===== config.mk =====
export PLATFORM = sky130hd
export DESIGN_NAME = dem_seq_ctrl
export DESIGN_NICKNAME = d
export VERILOG_FILES = /design/src/rtl/dem_seq_ctrl_pkg.sv /design/src/rtl/dem_seq_ctrl_stage.sv /design/src/rtl/dem_seq_ctrl.sv
export SDC_FILE = /design/constraint.sdc
export NUM_CORES = 1
export LEC_CHECK = 0
export ABC_AREA = 1
export BUFFER_PORTS_ARGS = -buffer_cell sky130_fd_sc_hd__buf_4
export CAP_MARGIN = 20
export CORE_ASPECT_RATIO = 1.4
export CORE_UTILIZATION = 45
export DETAILED_ROUTE_END_ITERATION = 8
export GPL_ROUTABILITY_DRIVEN = 0
export HOLD_SLACK_MARGIN = 0.12
export PLACE_DENSITY = 0.7
export SLEW_MARGIN = 0
export SYNTH_ARGS = -nofsm -noshare
export SYNTH_HDL_FRONTEND = slang
export SYNTH_HIERARCHICAL = 1
export SYNTH_SLANG_ARGS = --single-unit
export TNS_END_PERCENT = 30

===== constraint.sdc =====
create_clock -name clk -period 2.58 [get_ports clk]
set_input_delay 0 -clock clk [delete_from_list [all_inputs] [get_ports clk]]
set_output_delay 0 -clock clk [all_outputs]
set_load 0.02 [all_outputs]

===== src/rtl/dem_seq_ctrl_pkg.sv =====
// Shared definitions for the cascaded modulo counter run controller.
package dem_pkg;

   // Controller state encoding, also exported on the state output.
   typedef enum logic [1:0] {
      ST_IDLE  = 2'd0,
      ST_RUN   = 2'd1,
      ST_PAUSE = 2'd2,
      ST_DONE  = 2'd3
   } state_e;

   // Moduli loaded at reset.
   localparam int DEF_MOD_LO = 4;
   localparam int DEF_MOD_HI = 5;

   // Smallest modulus a stage may run with; smaller writes are raised to this.
   localparam int MIN_MOD = 2;

endpackage


===== src/rtl/dem_seq_ctrl_stage.sv =====
// Generic mod-M counter stage. Advances on en, wraps at mod-1, and reports
// carry in the same cycle it wraps so the next stage can use it as an enable.
module dem_stage #(
   parameter int W = 3
) (
   input  logic         clk,
   input  logic         rst,
   input  logic         en,
   input  logic         clr,
   input  logic [W-1:0] mod,
   output logic [W-1:0] count,
   output logic         carry
);

   logic [W-1:0] count_q, count_d;
   logic         at_top;

   // Next count: clear wins over enable; wrap to zero at the top value.
   always_comb begin
      at_top  = (count_q == (mod - W'(1)));
      count_d = count_q;
      if (clr) begin
         count_d = '0;
      end else if (en) begin
         count_d = at_top ? '0 : (count_q + W'(1));
      end
   end

   // Count register with synchronous reset.
   always_ff @(posedge clk) begin
      if (rst) begin
         count_q <= '0;
      end else begin
         count_q <= count_d;
      end
   end

   assign count = count_q;
   assign carry = en && at_top;

endmodule


===== src/rtl/dem_seq_ctrl.sv =====
// Run controller for a two-stage cascaded modulo counter: start/stop/pause/
// clear sequencing, runtime moduli, one-shot vs continuous, terminal pulse.
//
// Handshake: there is no valid/ready flow here. Commands and cfg_we are
// single-cycle level samples taken on every rising edge; priority is
// rst > clear > stop > start, and tick is ignored whenever a transition is taken.
module dem_seq_ctrl
   import dem_pkg::*;
#(
   parameter int W_LO       = 3,
   parameter int W_HI       = 3,
   parameter int DEF_MOD_LO = dem_pkg::DEF_MOD_LO,
   parameter int DEF_MOD_HI = dem_pkg::DEF_MOD_HI
) (
   input  logic                 clk,
   input  logic                 rst,
   input  logic                 tick,
   input  logic                 start,
   input  logic                 stop,
   input  logic                 clear,
   input  logic                 cfg_we,
   input  logic [W_LO-1:0]      cfg_mod_lo,
   input  logic [W_HI-1:0]      cfg_mod_hi,
   input  logic                 cfg_oneshot,
   output logic [W_LO-1:0]      q_lo,
   output logic [W_HI-1:0]      q_hi,
   output logic [W_LO+W_HI-1:0] q,
   output logic                 ra,
   output logic                 busy,
   output logic                 done,
   output logic                 cfg_err,
   output logic [1:0]           state
);

   localparam int WQ = W_LO + W_HI;

   state_e          state_q, state_d;
   logic [W_LO-1:0] mod_lo_q, mod_lo_d;
   logic [W_HI-1:0] mod_hi_q, mod_hi_d;
   logic            oneshot_q, oneshot_d;
   logic [WQ-1:0]   q_q, q_d;
   logic            ra_q, ra_d;
   logic            cfg_err_q, cfg_err_d;

   logic            adv;
   logic            en_lo;
   logic            cnt_clr;
   logic            term;
   logic            lo_carry;
   logic            hi_carry_unused;
   logic [W_LO-1:0] lo_cnt;
   logic [W_HI-1:0] hi_cnt;
   logic [W_LO-1:0] cfg_lo_clamped;
   logic [W_HI-1:0] cfg_hi_clamped;

   dem_stage #(.W(W_LO)) u_lo (
      .clk   (clk),
      .rst   (rst),
      .en    (en_lo),
      .clr   (cnt_clr),
      .mod   (mod_lo_q),
      .count (lo_cnt),
      .carry (lo_carry)
   );

   dem_stage #(.W(W_HI)) u_hi (
      .clk   (clk),
      .rst   (rst),
      .en    (lo_carry),
      .clr   (cnt_clr),
      .mod   (mod_hi_q),
      .count (hi_cnt),
      .carry (hi_carry_unused)
   );

   // Next-state, count control, terminal pulse and configuration acceptance.
   always_comb begin
      state_d   = state_q;
      mod_lo_d  = mod_lo_q;
      mod_hi_d  = mod_hi_q;
      oneshot_d = oneshot_q;
      q_d       = q_q;
      ra_d      = 1'b0;
      cfg_err_d = 1'b0;
      adv       = 1'b0;
      cnt_clr   = 1'b0;

      term = (lo_cnt == (mod_lo_q - W_LO'(1))) && (hi_cnt == (mod_hi_q - W_HI'(1)));

      cfg_lo_clamped = (cfg_mod_lo < W_LO'(MIN_MOD)) ? W_LO'(MIN_MOD) : cfg_mod_lo;
      cfg_hi_clamped = (cfg_mod_hi < W_HI'(MIN_MOD)) ? W_HI'(MIN_MOD) : cfg_mod_hi;

      if (clear) begin
         state_d = ST_IDLE;
         cnt_clr = 1'b1;
      end else begin
         unique case (state_q)
            ST_IDLE: begin
               if (start) begin
                  state_d = ST_RUN;
                  cnt_clr = 1'b1;
               end
            end
            ST_RUN: begin
               if (stop) begin
                  state_d = ST_PAUSE;
               end else if (tick) begin
                  adv = 1'b1;
                  if (term) begin
                     ra_d = 1'b1;
                     if (oneshot_q) state_d = ST_DONE;
                  end
               end
            end
            ST_PAUSE: begin
               if (start && !stop) state_d = ST_RUN;
            end
            ST_DONE: begin
               if (start) begin
                  state_d = ST_RUN;
                  cnt_clr = 1'b1;
               end
            end
            default: state_d = ST_IDLE;
         endcase
      end

      // One-shot terminal holds the counts at N-1 instead of wrapping.
      en_lo = adv && !(term && oneshot_q);

      if (cnt_clr) begin
         q_d = '0;
      end else if (en_lo) begin
         q_d = term ? '0 : (q_q + WQ'(1));
      end

      if (cfg_we) begin
         if ((state_q == ST_IDLE) || (state_q == ST_DONE)) begin
            mod_lo_d  = cfg_lo_clamped;
            mod_hi_d  = cfg_hi_clamped;
            oneshot_d = cfg_oneshot;
         end else begin
            cfg_err_d = 1'b1;
         end
      end
   end

   // Controller, configuration and output registers.
   always_ff @(posedge clk) begin
      if (rst) begin
         state_q   <= ST_IDLE;
         mod_lo_q  <= W_LO'(DEF_MOD_LO);
         mod_hi_q  <= W_HI'(DEF_MOD_HI);
         oneshot_q <= 1'b0;
         q_q       <= '0;
         ra_q      <= 1'b0;
         cfg_err_q <= 1'b0;
      end else begin
         state_q   <= state_d;
         mod_lo_q  <= mod_lo_d;
         mod_hi_q  <= mod_hi_d;
         oneshot_q <= oneshot_d;
         q_q       <= q_d;
         ra_q      <= ra_d;
         cfg_err_q <= cfg_err_d;
      end
   end

   assign q_lo    = lo_cnt;
   assign q_hi    = hi_cnt;
   assign q       = q_q;
   assign ra      = ra_q;
   assign cfg_err = cfg_err_q;
   assign state   = state_q;
   assign busy    = (state_q == ST_RUN) || (state_q == ST_PAUSE);
   assign done    = (state_q == ST_DONE);

endmodule


==> metrics.csv, run 1 <==
stage;metric;value;unit
layout;regArea;460.4;sq um
run_status;status;completed;
placed_design;place_ws;266.1;ps
die;die_height;68.91;microns
placed_design;portBuffers;31;
pwr;vdd_drop_max;0.2524;mV
worst_setup_path;end_kind;register;
timing;min_period;2326;ps
layout;multiInputGateArea;828.3;sq um
timing;fin_ws;253.5;ps
clocking;htree_levels;1;
layout;layout_common_cells;nand2_1, inv_1, buf_4;
clocking;clockRootBuffer;clkbuf_8;
grt;grt_overflow;0;
pwr;power.static_leakage;0.9403;nW
worst_setup_path;rr_worst_depth;18;
layout;insertedDiodeCount;0;
detailed_routing;drc;0;
detailed_routing;vias;1368;
grt;grt_pass1_vias;1217;
placed_design;dpl_cell_area;1725;sq um
timing;fin_worst_skew;2.989;ps
layout;fin_nets;284;
placed_design;place_inst;278;
clocking;cts.path.max_buffers;2;
detailed_routing;drt_iter0_drc;32;
detailed_routing;wl_per_cell;10.15;microns
layout;fill_cells;276;
worst_setup_path;r2r_slack;250;ps
worst_setup_path;cp_max_fo;8;
layout;syn_to_final_growth;32.78;%
layout;drive_gt1_share;19.31;%
die;die_w;49.79;microns
pwr;power;0.7915;mW
grt;grt_pass1_wl;4.823;mm
worst_setup_path;worstPathRequired;2740;ps
grt;grt_usage;18.27;%
clocking;cts.sinks;23;
timing;slew_violations;0;
worst_setup_path;r2r_end;u_hi/count[1];
detailed_routing;wl;3.005;mm
synth;avgSynthCellArea;6.885;sq um
die;io_pins;32;
clocking;clk_pin_slew_worst_paths;80;ps
timing;rsz0062_at_grt;no;
synth;synth_fp_nets;233;
clocking;cts_tree;yes;
grt;antenna_found_initial;0;
clocking;cts_buffers;3;
worst_setup_path;path_class;register to register;
synth;yosysWarnings;6;
timing;post-route-period-util;90.17;%
clocking;post-cts-setup-buffers;0;
grt;grt_max_degree;13;
layout;layout_commonest_cell;nand2_1;
clocking;clock_latency;260;ps
timing;tns;0;ps
clocking;cts_resized;0;
worst_setup_path;critPathArrivalTime;2490;ps
hold_path;hp-class;primary input to register;
detailed_routing;drtPass1Iterations;4;
die;dieArea;3431;sq um
layout;final_cells;296;
hold_path;hp-start;tick;
timing;fmax;429.8;MHz
synth;netlist_instances;209;
synth;syn_area;1439;sq um
worst_setup_path;r2r-start;mod_hi_q[0];
layout;final_area;1911;sq um
detailed_routing;avgViaCountPerCell;4.622;
hold_path;hold_depth;5;
timing;setup_viol;0;
worst_setup_path;critPathLaunchType;register;
hold_path;whs_endpoint;state[1];
timing;worstMarginPinSlew;572.2;ps
die;core;2964;sq um
detailed_routing;ant_nets;0;
placed_design;dp_hpwl;2.233;mm
die;start_util;48.54;%
timing;hold_viol;0;
flow_run;max_cap_violations;0;
clocking;postCtsHoldBufs;14;
pwr;p_per_area;414.3;nW/um^2
timing;slew_headroom;61.45;%
die;rows;23;
==> worst max-delay path by stage <==
stage | depth (start not counted) | end | start | slack [ps]
floorplan | 18 | u_hi/count[0] | mod_hi_q[0] | 470
global placement | 18 | u_hi/count[1] | mod_hi_q[0] | 300
detailed placement | 18 | u_hi/count[2] | mod_hi_q[0] | 270
CTS | 18 | u_hi/count[1] | mod_hi_q[0] | 250
global route | 18 | u_hi/count[2] | mod_lo_q[0] | 20
finish | 18 | u_hi/count[1] | mod_hi_q[0] | 250
==> flip-flops by register name (all words and copies together) (netlist names) <==
| signal | count |
|---|---|
| cfg_err | 1 |
| mod_hi_q | 3 |
| mod_lo_q | 3 |
| oneshot_q | 1 |
| q | 6 |
| ra | 1 |
| state | 2 |
| u_hi/count | 3 |
| u_lo/count | 3 |
==> routing by layer <==
metal	global-route usage (%)	wire length [microns]	up-vias
met5	0	0	-
met4	5.357	16	0
met3	1.974	66	2
met2	35.81	1580	23
met1	20.61	1342	592
li1	-	-	751
==> layout make-up <==
cell class | count | area share, %
repair buffers | 46 | 19.91
flip-flops and latches | 23 | 24.10
well taps | 37 | 2.423
multi-input cells | 146 | 43.35
clock buffers | 4 | 2.358
inverters | 40 | 7.859
==> critical path, stage by stage (launching register included) <==
cell and delay [ps]:
dfxtp_1 410, inv_2 60, ha_1 310, xnor2_1 190
nor2_2 60, nand2_2 80, nor2_4 60, nand2_4 70
nand2_4 60, inv_2 150, o21ai_1 90, nor2_1 100
nand2_1 80, inv_1 140, o21ai_1 90, nor2_1 110
nand2_1 70, nand2_2 70, nor2_1 40
==> power breakdown <==
part / internal [mW] / total [mW] / leakage [nW] / switching (mW)
sequential: 0.369 / 0.383 / 0.187 / 0.0136
clock: 0.110 / 0.224 / 0.0228 / 0.114
combinational: 0.0830 / 0.185 / 0.730 / 0.102
total: 0.562 / 0.792 / 0.940 / 0.230
==> stage by stage <==
step | hold WS, ps | util [%]
after floorplan | 71.97 | -
final | 155.4 | 64.46
after detailed placement | 220.5 | 58.21
after CTS | 144.6 | 64.46
after global routing | 180.7 | 64.46
after global placement | 230.0 | 58.21
No activity file was read; power rests on OpenSTA's default activity.
==> inputs of run 2 (changes only) <==
--- a/config.mk
+++ b/config.mk
@@ -8,12 +8,14 @@
 export ABC_AREA = 1
 export BUFFER_PORTS_ARGS = -buffer_cell sky130_fd_sc_hd__buf_4
 export CAP_MARGIN = 20
+export CELL_PAD_IN_SITES_DETAIL_PLACEMENT = 1
+export CELL_PAD_IN_SITES_GLOBAL_PLACEMENT = 1
 export CORE_ASPECT_RATIO = 1.4
-export CORE_UTILIZATION = 45
+export CORE_UTILIZATION = 37
 export DETAILED_ROUTE_END_ITERATION = 8
 export GPL_ROUTABILITY_DRIVEN = 0
 export HOLD_SLACK_MARGIN = 0.12
-export PLACE_DENSITY = 0.7
+export PLACE_DENSITY = 0.8
 export SLEW_MARGIN = 0
 export SYNTH_ARGS = -nofsm -noshare
 export SYNTH_HDL_FRONTEND = slang
==> metrics.csv, run 2 (same netlist as run 1, synthesis figures left out) <==
stage;metric;value;unit;change
run_status;status;completed;;unchanged
placed_design;dp_hpwl;2.889;mm;was 2.233 mm
detailed_routing;drt_iter0_drc;10;;was 32
die;die_height;75.79;microns;was 68.91 microns
die;rows;26;;was 23
pwr;vdd_drop_max;0.3130;mV;was 0.2524 mV
worst_setup_path;cp_max_fo;8;;unchanged
clocking;htree_levels;1;;unchanged
placed_design;place_inst;283;;was 278
flow_run;max_cap_violations;0;;unchanged
detailed_routing;vias;1531;;was 1,368
timing;fmax;406.9;MHz;was 429.8 MHz
die;dieArea;4146;sq um;was 3431 sq um
pwr;net-switching-power;0.2663;mW;was 0.2295 mW
clocking;cts.path.max_buffers;2;;unchanged
die;io_pins;32;;unchanged
layout;syn_to_final_growth;35.65;%;was 32.78%
worst_setup_path;critPathLaunchType;register;;unchanged
worst_setup_path;crit_chain;inv_1 > ha_1 > xnor2_1 > nor2_1 > nand2_1 > nor2_4 > nand2_4 > nand2_4 > inv_2 > o21ai_1 > nor2_1 > nand2_1 > inv_1 > o21ai_1 > nor2_1 > nand2_1 > nand2_2 > nor2_1;;was inv_2 > ha_1 > xnor2_1 > nor2_2 > nand2_2 > nor2_4 > nand2_4 > nand2_4 > inv_2 > o21ai_1 > nor2_1 > nand2_1 > inv_1 > o21ai_1 > nor2_1 > nand2_1 > nand2_2 > nor2_1
pwr;swShare;31.89;%;was 29.00%
worst_setup_path;path_class;register to register;;unchanged
layout;layout_commonest_cell;nand2_1;;unchanged
pwr;power;0.8350;mW;was 0.7915 mW
worst_setup_path;path_common_cell;nor2_1;;unchanged
layout;final_area;1952;sq um;was 1911 sq um
timing;slew_violations;0;;unchanged
pwr;clkPwrFrac;28.8;%;was 28.3%
clocking;cts.sinks;23;;unchanged
pwr;combinationalPowerShare;25.1;%;was 23.4%
clocking;clk_pin_slew_worst_paths;90;ps;was 80 ps
pwr;p_per_area;427.8;nW/um^2;was 414.3 nW/um^2
layout;final_core_util;53.10;%;was 64.46%
grt;grt_usage;23.09;%;was 18.27%
layout;fill_cells;498;;was 276
clocking;cts_buffers;3;;unchanged
worst_setup_path;end_kind;register;;unchanged
worst_setup_path;critPathSlowestCell;dfxtp_2;;was dfxtp_1
timing;min_period;2458;ps;was 2326 ps
pwr;cell_internal_pwr;0.5687;mW;was 0.5620 mW
detailed_routing;avgViaCountPerCell;5.020;;was 4.622
clocking;cts_tree;yes;;unchanged
layout;final_cells;305;;was 296
grt;grt_max_degree;13;;unchanged
worst_setup_path;worst_path_dominant_cell_family;simple AND/OR/NAND/NOR gates;;unchanged
die;core;3676;sq um;was 2964 sq um
timing;fin_worst_skew;1.846;ps;was 2.989 ps
placed_design;dpl_cell_area;1732;sq um;was 1725 sq um
timing;hold_viol;0;;unchanged
die;start_util;39.14;%;was 48.54%
grt;antenna_found_initial;0;;unchanged
worst_setup_path;critPathMaxStageDelay;390;ps;was 410 ps
layout;largest_register_ffs;6;;unchanged
timing;setup_viol;0;;unchanged
die;die_w;54.71;microns;was 49.79 microns
timing;slew_headroom;79.34;%;was 61.45%
pwr;power.static_leakage;0.9581;nW;was 0.9403 nW
hold_path;hp-class;primary input to register;;unchanged
pwr;p_seq_share;46.2;%;was 48.3%
worst_setup_path;worstPathRequired;2790;ps;was 2740 ps
layout;drive_gt1_share;20.91;%;was 19.31%
worst_setup_path;critPathArrivalTime;2670;ps;was 2490 ps
clocking;clockRootBuffer;clkbuf_8;;unchanged
detailed_routing;drtPass1Iterations;4;;unchanged
placed_design;portBuffers;31;;unchanged
grt;grt_overflow;0;;unchanged
grt;grt_pass1_wl;6.906;mm;was 4.823 mm
layout;layout_common_cells;nand2_1, inv_1, buf_4;;unchanged
timing;fin_ws;122.5;ps;was 253.5 ps
worst_setup_path;crit_buf_inv;3;;unchanged
placed_design;place_ws;192.1;ps;was 266.1 ps
timing;worstMarginPinSlew;309.5;ps;was 572.2 ps
detailed_routing;wl;4.465;mm;was 3.005 mm
detailed_routing;wl_per_cell;14.64;microns;was 10.15 microns
timing;post-route-period-util;95.25;%;was 90.17%
detailed_routing;ant_nets;0;;unchanged
grt;grt_pass1_vias;1559;;was 1,217
layout;fin_nets;288;;was 284
detailed_routing;drc;0;;unchanged
clocking;clock_latency;270;ps;was 260 ps
layout;insertedDiodeCount;0;;unchanged
run 2: cell types whose count changed in the layout (fill, tap and decap cells not counted), sizes merged:
| cell | before | now |
|---|---|---|
| buf | 32 | 35 |
| dlygate4sd3 | 14 | 15 |
run 2: path summary, 6_finish.rpt:
| kind | cells after the start | slack [ps] | to | from |
|---|---|---|---|---|
| hold reg to reg | 2 | 500 | mod_hi_q[1] | mod_hi_q[1] |
| setup reg to reg | 18 | 120 | u_hi/count[1] | mod_lo_q[0] |
| setup / recovery | 18 | 120 | u_hi/count[1] | mod_lo_q[0] |
| hold / removal | 4 | 140 | state[0] | start |
run 2: area by class of cell:
type                       instances  area, sq um  share of cell area (%)
sequential                        23        462.9                   23.72
tap                               42        52.55                   2.692
timing repair buffer              50        412.9                   21.15
inverter                          40        150.1                   7.692
clock buffer                       4        45.04                   2.308
multi-input combinational        146        828.3                   42.44
run 2: routing by layer:
metal	up-vias	global-route usage [%]	wire, microns
li1	754	-	-
met1	735	24.40	1754
met2	29	42.97	2462
met3	13	3.593	112
met4	0	10.26	136
met5	-	0	0
run 2: power by group through the flow:
stage	registers, mW	logic [mW]	clock network (mW)
finish	0.386	0.209	0.240
global route	0.387	0.234	0.255
CTS	0.384	0.198	0.243
detailed placement	0.393	0.179	0
global placement	0.391	0.173	0
floorplan	0.392	0.117	0
run 2: per-stage QoR:
| step | hold WS, ps | setup TNS [ps] |
|---|---|---|
| global placement | 228.0 | 0 |
| CTS | 146.8 | 0 |
| finish | 139.4 | 0 |
| global route | 169.0 | -100.3 |
| floorplan | 71.97 | 0 |
| detailed placement | 222.7 | 0 |
run 2: repair_timing:
item	4_1_cts	5_1_grt
setup buffers	0	3
hold buffers	15	0
setup endpoints to repair	0	3
hold endpoints to repair	18	0
gates resized for setup	0	2
run 2: worst min-delay path, stage by stage:
cell and delay [ps]:
buf_4 80, o21ai_0 90, o21ai_0 150, a21oi_1 40
==> inputs of run 3 (changes only) <==
--- a/config.mk
+++ b/config.mk
@@ -5,17 +5,16 @@
 export SDC_FILE = /design/constraint.sdc
 export NUM_CORES = 1
 export LEC_CHECK = 0
-export ABC_AREA = 1
 export BUFFER_PORTS_ARGS = -buffer_cell sky130_fd_sc_hd__buf_4
 export CAP_MARGIN = 20
 export CELL_PAD_IN_SITES_DETAIL_PLACEMENT = 1
 export CELL_PAD_IN_SITES_GLOBAL_PLACEMENT = 1
 export CORE_ASPECT_RATIO = 1.4
-export CORE_UTILIZATION = 37
+export CORE_UTILIZATION = 40
 export DETAILED_ROUTE_END_ITERATION = 8
 export GPL_ROUTABILITY_DRIVEN = 0
 export HOLD_SLACK_MARGIN = 0.12
-export PLACE_DENSITY = 0.8
+export PLACE_DENSITY = 0.81
 export SLEW_MARGIN = 0
 export SYNTH_ARGS = -nofsm -noshare
 export SYNTH_HDL_FRONTEND = slang
==> metrics.csv, run 3 <==
stage;metric;value;unit;change
pwr;p_per_area;409.5;nW/um^2;was 427.8 nW/um^2
hold_path;whs_endpoint;mod_lo_q[0];;was state[0]
layout;regArea;460.4;sq um;was 462.9 sq um
layout;final_cells;243;;was 305
layout;layout_common_cells;buf_4, dfxtp_1, dlygate4sd3_1;;was nand2_1, inv_1, buf_4
die;start_util;41.63;%;was 39.14%
layout;fill_cells;414;;was 498
worst_setup_path;crit_buf_inv;3;;unchanged
synth;syn_area;1406;sq um;was 1439 sq um
worst_setup_path;critPathLaunchType;register;;unchanged
layout;insertedDiodeCount;0;;unchanged
detailed_routing;drtPass1Iterations;5;;was 4
die;dieArea;3761;sq um;was 4146 sq um
synth;yosys.area_share.simple;22.42;%;
synth;ys_top_cells_by_area;dfxtp_1, ha_1, xnor3_1, xor2_1, o21ai_0;;
layout;largest_register_ffs;6;;unchanged
synth;synth_compound_area_share;15.48;%;
layout;multiInputGateArea;883.3;sq um;was 828.3 sq um
layout;fin_nets;228;;was 288
layout;syn_to_final_growth;35.23;%;was 35.65%
synth;synth_fp_nets;177;;was 233
timing;fin_ws;139.8;ps;was 122.5 ps
timing;worstMarginPinSlew;509.4;ps;was 309.5 ps
die;die_height;72.16;microns;was 75.79 microns
timing;fmax;409.8;MHz;was 406.9 MHz
worst_setup_path;r2r_end;oneshot_q;;was u_hi/count[1]
grt;grt_pass1_vias;1531;;was 1,559
die;die_w;52.12;microns;was 54.71 microns
flow_run;max_cap_violations;0;;unchanged
detailed_routing;vias;1416;;was 1,531
placed_design;dp_hpwl;3.087;mm;was 2.889 mm
placed_design;portBuffers;31;;unchanged
worst_setup_path;end_kind;register;;unchanged
detailed_routing;wl;4.463;mm;was 4.465 mm
synth;avgSynthCellArea;9.192;sq um;was 6.885 sq um
synth;ys_types;38;;
synth;yosysSeqAreaShare;32.74;%;
synth;synth_area_leader_cell;dfxtp_1;;
worst_setup_path;r2r_slack;140;ps;was 120 ps
worst_setup_path;timing.critical_path.from;state[0];;was mod_lo_q[0]
timing;min_period;2440;ps;was 2458 ps
clocking;cts_resized;0;;unchanged
clocking;clk_pin_slew_worst_paths;90;ps;about the same
detailed_routing;ant_nets;0;;unchanged
clocking;cts_tree;yes;;unchanged
worst_setup_path;r2r-start;state[0];;was mod_lo_q[0]
grt;grt_max_degree;20;;was 13
die;core;3378;sq um;was 3676 sq um
die;rows;25;;was 26
timing;post-route-period-util;94.58;%;was 95.25%
clocking;cts_buffers;3;;unchanged
timing;fin_worst_skew;6.776;ps;was 1.846 ps
placed_design;place_inst;222;;was 283
synth;synth_xor_area_share;13.88;%;
run_status;status;completed;;unchanged
hold_path;hp-start;cfg_mod_lo[0];;was start
synth;yosys.area_share.adder;8.897;%;
detailed_routing;drt_iter0_drc;39;;was 10
hold_path;hold_depth;5;;was 4
timing;slew_violations;0;;unchanged
synth;async_reset_ff_share;0;%;
layout;layout_commonest_cell;buf_4;;was nand2_1
synth;synth_mux_area_share;2.135;%;
placed_design;place_ws;270.5;ps;was 192.1 ps
clocking;cts.sinks;23;;unchanged
grt;grt_overflow;0;;unchanged
clocking;clockRootBuffer;clkbuf_8;;unchanged
synth;synth_edf_count;0;;
synth;netlist_instances;153;;was 209
worst_setup_path;worst_path_dominant_cell_family;buffers and inverters;;was simple AND/OR/NAND/NOR gates
synth;ys_ff_latch;23;;
synth;synth_flop_cell;dfxtp_1;;
detailed_routing;drc;0;;unchanged
hold_path;hp-class;primary input to register;;unchanged
synth;ys_top_cells_by_count;dfxtp_1, inv_1, nand2_1;;
grt;grt_pass1_wl;7.238;mm;was 6.906 mm
layout;drive_gt1_share;21.18;%;was 20.91%
worst_setup_path;path_common_cell;dlygate4sd3_1;;was nor2_1
pwr;power.static_leakage;0.8522;nW;was 0.9581 nW
grt;grt_usage;26.45;%;was 23.09%
clocking;htree_levels;1;;unchanged
synth;synth_top_cell_area_share;32.74;%;
grt;antenna_found_initial;0;;unchanged
worst_setup_path;crit_chain;inv_1 > ha_1 > nand3_1 > dlygate4sd3_1 > a21oi_1 > dlygate4sd3_1;;was inv_1 > ha_1 > xnor2_1 > nor2_1 > nand2_1 > nor2_4 > nand2_4 > nand2_4 > inv_2 > o21ai_1 > nor2_1 > nand2_1 > inv_1 > o21ai_1 > nor2_1 > nand2_1 > nand2_2 > nor2_1
worst_setup_path;cp_max_fo;10;;was 8
worst_setup_path;critPathSlowestCell;dlygate4sd3_1;;was dfxtp_2
timing;hold_viol;0;;unchanged
synth;yosysWarnings;6;;unchanged
synth;synth_top_family_by_area;simple AND/OR/NAND/NOR gates;;
worst_setup_path;rr_worst_depth;6;;was 18
synth;yosysMostFrequentCell;dfxtp_1;;
worst_setup_path;critPathMaxStageDelay;570;ps;was 390 ps
timing;slew_headroom;65.16;%;was 79.34%
pwr;power;0.7788;mW;was 0.8350 mW
pwr;vdd_drop_max;0.2804;mV;was 0.3130 mV
detailed_routing;wl_per_cell;18.37;microns;was 14.64 microns
worst_setup_path;worstPathRequired;2800;ps;was 2790 ps
worst_setup_path;critPathArrivalTime;2660;ps;was 2670 ps
clocking;clock_latency;270;ps;about the same
clocking;cts.path.max_buffers;2;;unchanged
timing;setup_viol;0;;unchanged
detailed_routing;avgViaCountPerCell;5.827;;was 5.020
timing;rsz0062_at_grt;no;;
worst_setup_path;path_class;register to register;;unchanged
die;io_pins;32;;unchanged
timing;tns;0;ps;unchanged
-- run 3: report_power, final --
group / leakage (nW) / switching, mW / internal, mW / total [mW]
registers: 0.187 / 0.0126 / 0.365 / 0.378
clock network: 0.0228 / 0.124 / 0.110 / 0.234
logic: 0.642 / 0.0813 / 0.0854 / 0.167
total: 0.852 / 0.218 / 0.561 / 0.779
-- run 3: per-layer routing --
metal	up-vias	track usage, %	share of wire [%]
met5	-	0	0
met4	0	13.51	3.2
met3	13	2.725	2.8
met2	45	52.85	57
met1	703	24.94	37
li1	655	-	-
-- run 3: how the worst max path moves through the flow --
stage	endpoint	cells after the start	slack (ps)
2_1_floorplan	u_hi/count[2]	9	220
3_3_place_gp	u_hi/count[2]	9	410
3_5_place_dp	u_hi/count[2]	9	270
4_1_cts	u_hi/count[2]	9	220
5_1_grt	u_hi/count[2]	9	40
6_report	oneshot_q	6	140
-- run 3: what timing repair did --
action,4_1_cts,5_1_grt
buffers inserted,0,0
endpoints found under the hold margin,18,0
hold buffers,17,0
-- run 3: logic make-up after synthesis --
family,after synthesis
buffers and inverters,16
muxes,3
AOI/OAI and AO/OA,31
adders and majority gates,10
xor gates and xnor gates,16
DFF,23
and+or+nand+nor,54
-- run 3: final cells by class --
type                    count  area share [%]
multi-input cells         114           46.45
clock buffers               4           2.368
inverters                  12           2.368
repair buffers             50           21.97
flip-flops and latches     23           24.21
well taps                  40           2.632
-- run 3: worst reg2reg max path, cell delays in order, from the launching register on --
cell and delay [ps]:
dfxtp_1 450, inv_1 90, ha_1 480, nand3_1 110, dlygate4sd3_1 570, a21oi_1 130
dlygate4sd3_1 560
-- run 3: per-stage QoR --
step | util (%) | hold slack [ps] | area, sq um
2_1_floorplan | - | 76.85 | 1406
3_3_place_gp | 49.93 | 235.9 | 1687
3_5_place_dp | 49.93 | 245.0 | 1687
4_1_cts | 56.30 | 132.1 | 1902
5_1_grt | 56.30 | 159.2 | 1902
6_report | 56.30 | 115.6 | 1902
